**src/rtl/l2_port_arbiter.sv**
```systemverilog
// Round-robin arbiter sharing one L2 port between the L1 I-cache and the L1 D-cache.
// It allows one outstanding transaction, and a watchdog aborts an L2 access that never completes.
module l2_port_arbiter #(
    parameter int ADDR_WIDTH = 32,
    parameter int DATA_WIDTH = 32,
    parameter int TIMEOUT    = 255
) (
    input  logic                  clk,
    input  logic                  reset,

    input  logic                  i_req,
    input  logic [ADDR_WIDTH-1:0] i_addr,
    output logic [DATA_WIDTH-1:0] i_rdata,
    output logic                  i_ready,
    output logic                  i_err,

    input  logic                  d_req,
    input  logic                  d_we,
    input  logic [ADDR_WIDTH-1:0] d_addr,
    input  logic [DATA_WIDTH-1:0] d_wdata,
    output logic [DATA_WIDTH-1:0] d_rdata,
    output logic                  d_ready,
    output logic                  d_err,

    output logic                  l2_request,
    output logic                  l2_write_enable,
    output logic [ADDR_WIDTH-1:0] l2_address,
    output logic [DATA_WIDTH-1:0] l2_write_data,
    input  logic [DATA_WIDTH-1:0] l2_response_data,
    input  logic                  l2_ready,

    output logic [1:0]            arb_state
);

    localparam logic [1:0] ST_IDLE = 2'd0;
    localparam logic [1:0] ST_BUSY = 2'd1;
    localparam logic [1:0] ST_RESP = 2'd2;

    localparam logic [1:0] OWN_NONE = 2'd0;
    localparam logic [1:0] OWN_I    = 2'd1;
    localparam logic [1:0] OWN_D    = 2'd2;

    // The counter only needs to reach TIMEOUT-1 and saturates at all-ones beyond that.
    localparam int CNT_WIDTH = (TIMEOUT < 2) ? 1 : $clog2(TIMEOUT);
    localparam logic [CNT_WIDTH-1:0] CNT_LAST = CNT_WIDTH'((TIMEOUT == 0) ? 0 : TIMEOUT - 1);
    localparam logic [CNT_WIDTH-1:0] CNT_MAX  = '1;

    logic [1:0]           state;
    logic [1:0]           owner;
    logic                 last_grant_d;
    logic [CNT_WIDTH-1:0] count;

    logic                  grant_i;
    logic                  grant_d;
    logic                  timed_out;
    logic                  complete;
    logic                  abort;
    logic [DATA_WIDTH-1:0] resp_data;

    // On a tie, the requester that was not granted last wins.
    assign grant_d   = d_req && (!i_req || !last_grant_d);
    assign grant_i   = i_req && !grant_d;
    assign timed_out = (TIMEOUT != 0) && (count == CNT_LAST);
    assign complete  = (state == ST_BUSY) && (l2_ready || timed_out);
    assign abort     = complete && !l2_ready;
    assign resp_data = (abort || l2_write_enable) ? '0 : l2_response_data;

    assign arb_state = state;

    // NOTE: state elements use non-blocking assignments, so every block samples the
    // pre-edge values and the order in which the blocks are written does not matter.
    always_ff @(posedge clk or posedge reset) begin
        if (reset) begin
            state        <= ST_IDLE;
            owner        <= OWN_NONE;
            last_grant_d <= 1'b0;
            count        <= '0;
        end else begin
            case (state)
                ST_IDLE: begin
                    if (grant_i || grant_d) begin
                        state        <= ST_BUSY;
                        owner        <= grant_d ? OWN_D : OWN_I;
                        last_grant_d <= grant_d;
                        count        <= '0;
                    end
                end
                ST_BUSY: begin
                    if (complete) begin
                        state <= ST_RESP;
                    end else if (count != CNT_MAX) begin
                        count <= count + 1'b1;
                    end
                end
                ST_RESP: begin
                    state <= ST_IDLE;
                    owner <= OWN_NONE;
                end
                default: begin
                    state <= ST_IDLE;
                    owner <= OWN_NONE;
                end
            endcase
        end
    end

    // The L2 command registers are loaded only at the grant edge and stay stable while the transaction is outstanding.
    always_ff @(posedge clk or posedge reset) begin
        if (reset) begin
            l2_request      <= 1'b0;
            l2_write_enable <= 1'b0;
            l2_address      <= '0;
            l2_write_data   <= '0;
        end else if ((state == ST_IDLE) && (grant_i || grant_d)) begin
            l2_request      <= 1'b1;
            l2_write_enable <= grant_d && d_we;
            l2_address      <= grant_d ? d_addr : i_addr;
            l2_write_data   <= grant_d ? d_wdata : '0;
        end else if (complete) begin
            l2_request <= 1'b0;
        end
    end

    always_ff @(posedge clk or posedge reset) begin
        if (reset) begin
            i_rdata <= '0;
            i_ready <= 1'b0;
            i_err   <= 1'b0;
        end else if (complete && (owner == OWN_I)) begin
            i_rdata <= resp_data;
            i_ready <= 1'b1;
            i_err   <= abort;
        end else if (state == ST_RESP) begin
            i_ready <= 1'b0;
            i_err   <= 1'b0;
        end
    end

    always_ff @(posedge clk or posedge reset) begin
        if (reset) begin
            d_rdata <= '0;
            d_ready <= 1'b0;
            d_err   <= 1'b0;
        end else if (complete && (owner == OWN_D)) begin
            d_rdata <= resp_data;
            d_ready <= 1'b1;
            d_err   <= abort;
        end else if (state == ST_RESP) begin
            d_ready <= 1'b0;
            d_err   <= 1'b0;
        end
    end

endmodule
```
**config.mk**
```make
export PLATFORM = sky130hd
export DESIGN_NAME = l2_port_arbiter
export DESIGN_NICKNAME = d
export VERILOG_FILES = /design/src/rtl/l2_port_arbiter.sv
export SDC_FILE = /design/constraint.sdc
export NUM_CORES = 1
export LEC_CHECK = 0
export BUFFER_PORTS_ARGS = -buffer_cell sky130_fd_sc_hd__buf_2
export CORE_UTILIZATION = 47
export CTS_CLUSTER_DIAMETER = 50
export DETAILED_ROUTE_END_ITERATION = 8
export PLACE_DENSITY = 0.76
export SLEW_MARGIN = 20
export SYNTH_ARGS = -nofsm -noshare
export SYNTH_HDL_FRONTEND = slang
export SYNTH_SLANG_ARGS = --single-unit
```
**constraint.sdc**
```tcl
create_clock -name clk -period 6.7 [get_ports clk]
set_input_delay 1.34 -clock clk [delete_from_list [all_inputs] [get_ports clk]]
set_output_delay 1.34 -clock clk [all_outputs]
set_load 0.01 [all_outputs]
```
Word level (Yosys, flattened, before mapping)
Cells that the tools add are included.
Word-level totals
  flip-flop bits (word level): 147
  input bits: 134
  output and inout port bits: 136
  logic and storage cells: 71
Operators by class
  add/subtract/negate cells: 1
  equality and inequality tests: 10
  multiplexer cells: 20
  bitwise operators: 1
  reduce and logical (&&, ||, !) cells: 25
Operators with widths (count)
  two-way mux 32 bit: 3
  two-way mux 8 bit: 3
  case mux 8 bit (2 select lines): 1
  adder 8 x 1 -> 8 bit, second input constant: 1
  == test 8 bit, second input constant: 1
  logical AND 1 bit: 8
  two-way mux 2 bit: 4
  != test 8 bit, second input constant: 1
  case mux 2 bit (2 select lines): 2
  nonzero test 2 bit: 4
  two-way mux 1 bit: 7
  != test 2 bit, second input constant: 3
  AND reduction 2 bit: 3
  == test 2 x 1 -> 1 bit, second input constant: 2
  == test 2 bit, second input constant: 2
  zero test 1 bit: 4
  logical OR 1 bit: 4
  AND reduction 4 bit: 1
  zero test 2 bit: 1
  != test 2 x 1 -> 1 bit, second input constant: 1
  NOT 1 bit: 1

Longest topological paths before layout
  depth in word-level cells: 8
  gate-level depth with buffers: 7
  mapped depth without buffers: 6

Worst setup path after synthesis
Ideal clock, no wire load.
  path type: input -> register
  from: in l2_ready
  to: reg count[7]
  library setup time: 0.126 ns
  data arrival time: 2.251 ns
  data required time: 6.574 ns
  path slack: 4.323 ns
  cell stages on the path: 5
  path buffers: 1
  cell sequence: buf_2 > a21oi_2 > o31ai_2 > a31o_4 > a221o_1
On the way
  word-level cells in the longest chain between the ends: 4
RTL lines
  from (decl): line 30  | input logic l2_ready,
  logical OR 1 bit: line 64  | assign complete = (state == ST_BUSY) && (l2_ready || timed_out);
  logical AND 1 bit: line 64
  != test 2 bit (no source line)
  AND reduction 4 bit (no source line)
  to (signal assigned): line 92  | count <= count + 1'b1;
  to (decl): line 51  | logic [CNT_WIDTH-1:0] count;
No other way between the ends.
A chain may end at the register's enable or synchronous reset.

Worst setup path after layout
  from: reg state[0] (netlist: arb_state[0])
  to: out arb_state[0]
RTL lines
  from (decl): line 48  | logic [1:0] state;
  from (signal assigned): line 74  | state <= ST_IDLE;
  from (signal assigned): line 82  | state <= ST_BUSY;
  from (signal assigned): line 90  | state <= ST_RESP;
  to (decl): line 32  | output logic [1:0] arb_state
No word-level cell between the ends.

==> summary.txt <==
Post-synth EDFFs: 0
routed wire length: 16000 µm
unrepaired setup endpoints after global routing: no
Initial DRC Count: 406
Syn Nets: 605
clk buf depth: 2
Total GRT Usage: 0.247
CTS Buf Count: 17
CP max-delay cell: dfrtp_1
Slew Viols, Final: 0
top cells by area, synth: dfrtp_1 (61%), a32o_1 (11%), mux2i_1 (5.3%), a22o_1 (4.9%), o21ai_0 (3.2%)
Max Cap Violations: 0
Boundary Pins: 270
critical path cell sequence: buf_2
Period minus WS final: 2730 ps
# rows: 41
CP endpoint kind: output pin
area of the mapped netlist: 6030 µm²
Setup TNS: 0 ps
Die Span Y: 115 µm
largest net degree at the start of global routing: 82
top-area cell type share of the netlist area: 0.610
commonest cells in the netlist: dfrtp_1 (147), a32o_1 (64), nand2_1 (42), o21ai_0 (38), a22o_1 (34)
Avg Cell Area, Syn: 12.9 µm²
Hold Fails Final Rpt: 0
relative slew slack: 0.505
Initial Util: 0.480
HP Start: i_ready
Post-Syn Instances: 469
vias in the first global route: 4841
H-Tree Depth: 4
CTS tree: done
via total after detailed routing: 4993
Synth Warn #: 0
Yosys cell types: 51
leakage power: 4.18 nW
worst path bufs/invs: 1
Hold Crit Class: reg -> reg
Placer Congestion: 0.765
Worst Tran Pin Value: 742 ps
Worst R2R Start: arb_state[0]
share of post-route cells with drive strength above 1: 0.448
vias per cell: 5.51
first-pass GRT wire length: 24600 µm
Peak VDD IR: 0.000205 V
Area Overhead vs Synth: 33.5%
Max Freq: 0.366 GHz
crit-path max cell delay: 720 ps
required time of the critical path: 5360 ps
DR DRC count: 0
chip width: 115 µm
CTS Hold Bufs: 0
PostCTS Resize Cnt: 0
Final ANT Viol Nets: 0
nets: 857
initial antenna violation count: 0
Clock transition at path regs: 60 ps
register area share after synthesis: 0.610
clock sinks: 147
Buffers on Ports: 269
Crit Path Class: reg -> out
final worst-path cycle share: 0.408
worst setup path startpoint: arb_state[0]
first drt pass iteration count: 4
top-count cell post-synth: dfrtp_1
synthesized flop and latch total: 147
Worst-Skew Late Latency: 420 ps
family with the most delay on the worst path: flip-flops
Congestion Overflow GR: 0
hpwl dp: 11200 µm
clock root buffer: clkbuf_16
# diodes: 0
die area: 13300 µm²
CP arrival: 1390 ps
asr flop ratio synth: 1.00
crit path launch type: register
overall power: 0.00386 W
Main synth FF type: dfrtp_1
Routed wire per std cell: 17.6 µm
Setup Fix Bufs, Post-CTS: 0
Core ar.: 12600 µm²
clk_skew: 12.1 ps
count of final setup violators: 0
PwrDens: 479 nW/µm²
area leader, netlist: dfrtp_1
CP max FO: 14
outcome: complete, no violations
-- metal layers --
metal,vias to the layer above,share of wire,GRT usage,wire [µm]
li1,2291,-,-,-
met1,2439,0.41,0.292,6510
met2,241,0.51,0.425,8110
met3,22,0.071,0.0817,1130
met4,0,0.013,0.0762,209
met5,-,0,0,0
-- placed cells by master, fill, tap and decap left out, types with 4 or more instances in the layout --
master     instances
a21oi_1            4
clkbuf_16         17
o21ai_0           38
and3_1             5
buf_4              5
buf_2            269
a22o_1            34
mux2i_1           32
inv_1              5
nand2_1           42
dfrtp_1          147
inv_6              5
a32o_1            64
-- stage by stage --
stage | cell area, µm² | worst slack (ps) | cells | hold slack [ps] | util
global route | 8060 | 3870 | 906 | 487 | 0.641
CTS | 8050 | 3960 | 906 | 478 | 0.641
global placement | 7430 | 3680 | 874 | 457 | 0.591
floorplan | 6030 | 1410 | 469 | 499 | -
finish | 8060 | 3970 | 906 | 470 | 0.641
detailed placement | 7430 | 3580 | 874 | 464 | 0.591
-- worst paths after layout --
check / end / slack, ps / depth (start not counted)
max: arb_state[0] / 3970 / 1
min: i_ready / 470 / 2
max reg2reg: d_rdata[13] / 4320 / 4
min reg2reg: i_ready / 470 / 2
max in group asynchronous: l2_request / 4530 / 3
min in group asynchronous: d_rdata[2] / 1000 / 2
-- state kept, by name (all words and copies together) (netlist names), 2 cells and up --
signal / count
arb_state: 2
owner: 2
i_rdata: 32
l2_address: 32
count: 8
l2_write_data: 32
d_rdata: 32
-- where the power goes --
part           leakage [nW]  switching, W  internal [W]  total, W
registers              1.88      0.000247       0.00129   0.00153
logic                  2.00      0.000720      0.000609   0.00133
clock network         0.301      0.000394      0.000598  0.000992
-- logic make-up (layout without fill, tap and decap cells) --
family,after synthesis,count (layout),share of synthesized area
AO/OA/AOI/OAI,161,161,0.224
adder cells (fa/ha/maj),2,2,0.00415
buffers and inverters,49,314,0.0433
flip-flops,147,147,0.610
multiplexers,33,33,0.0549
AND/OR/NAND/NOR,77,77,0.0639
-- cell type report --
cell class	count	area, µm²
clock buffer	17	425
fill	967	4510
tap	172	215
inverter	7	31.3
clock inverter	15	196
timing repair buffer	275	1400
sequential	147	3680
multi-input combinational	273	2110
(Power assumes the default switching activity.)
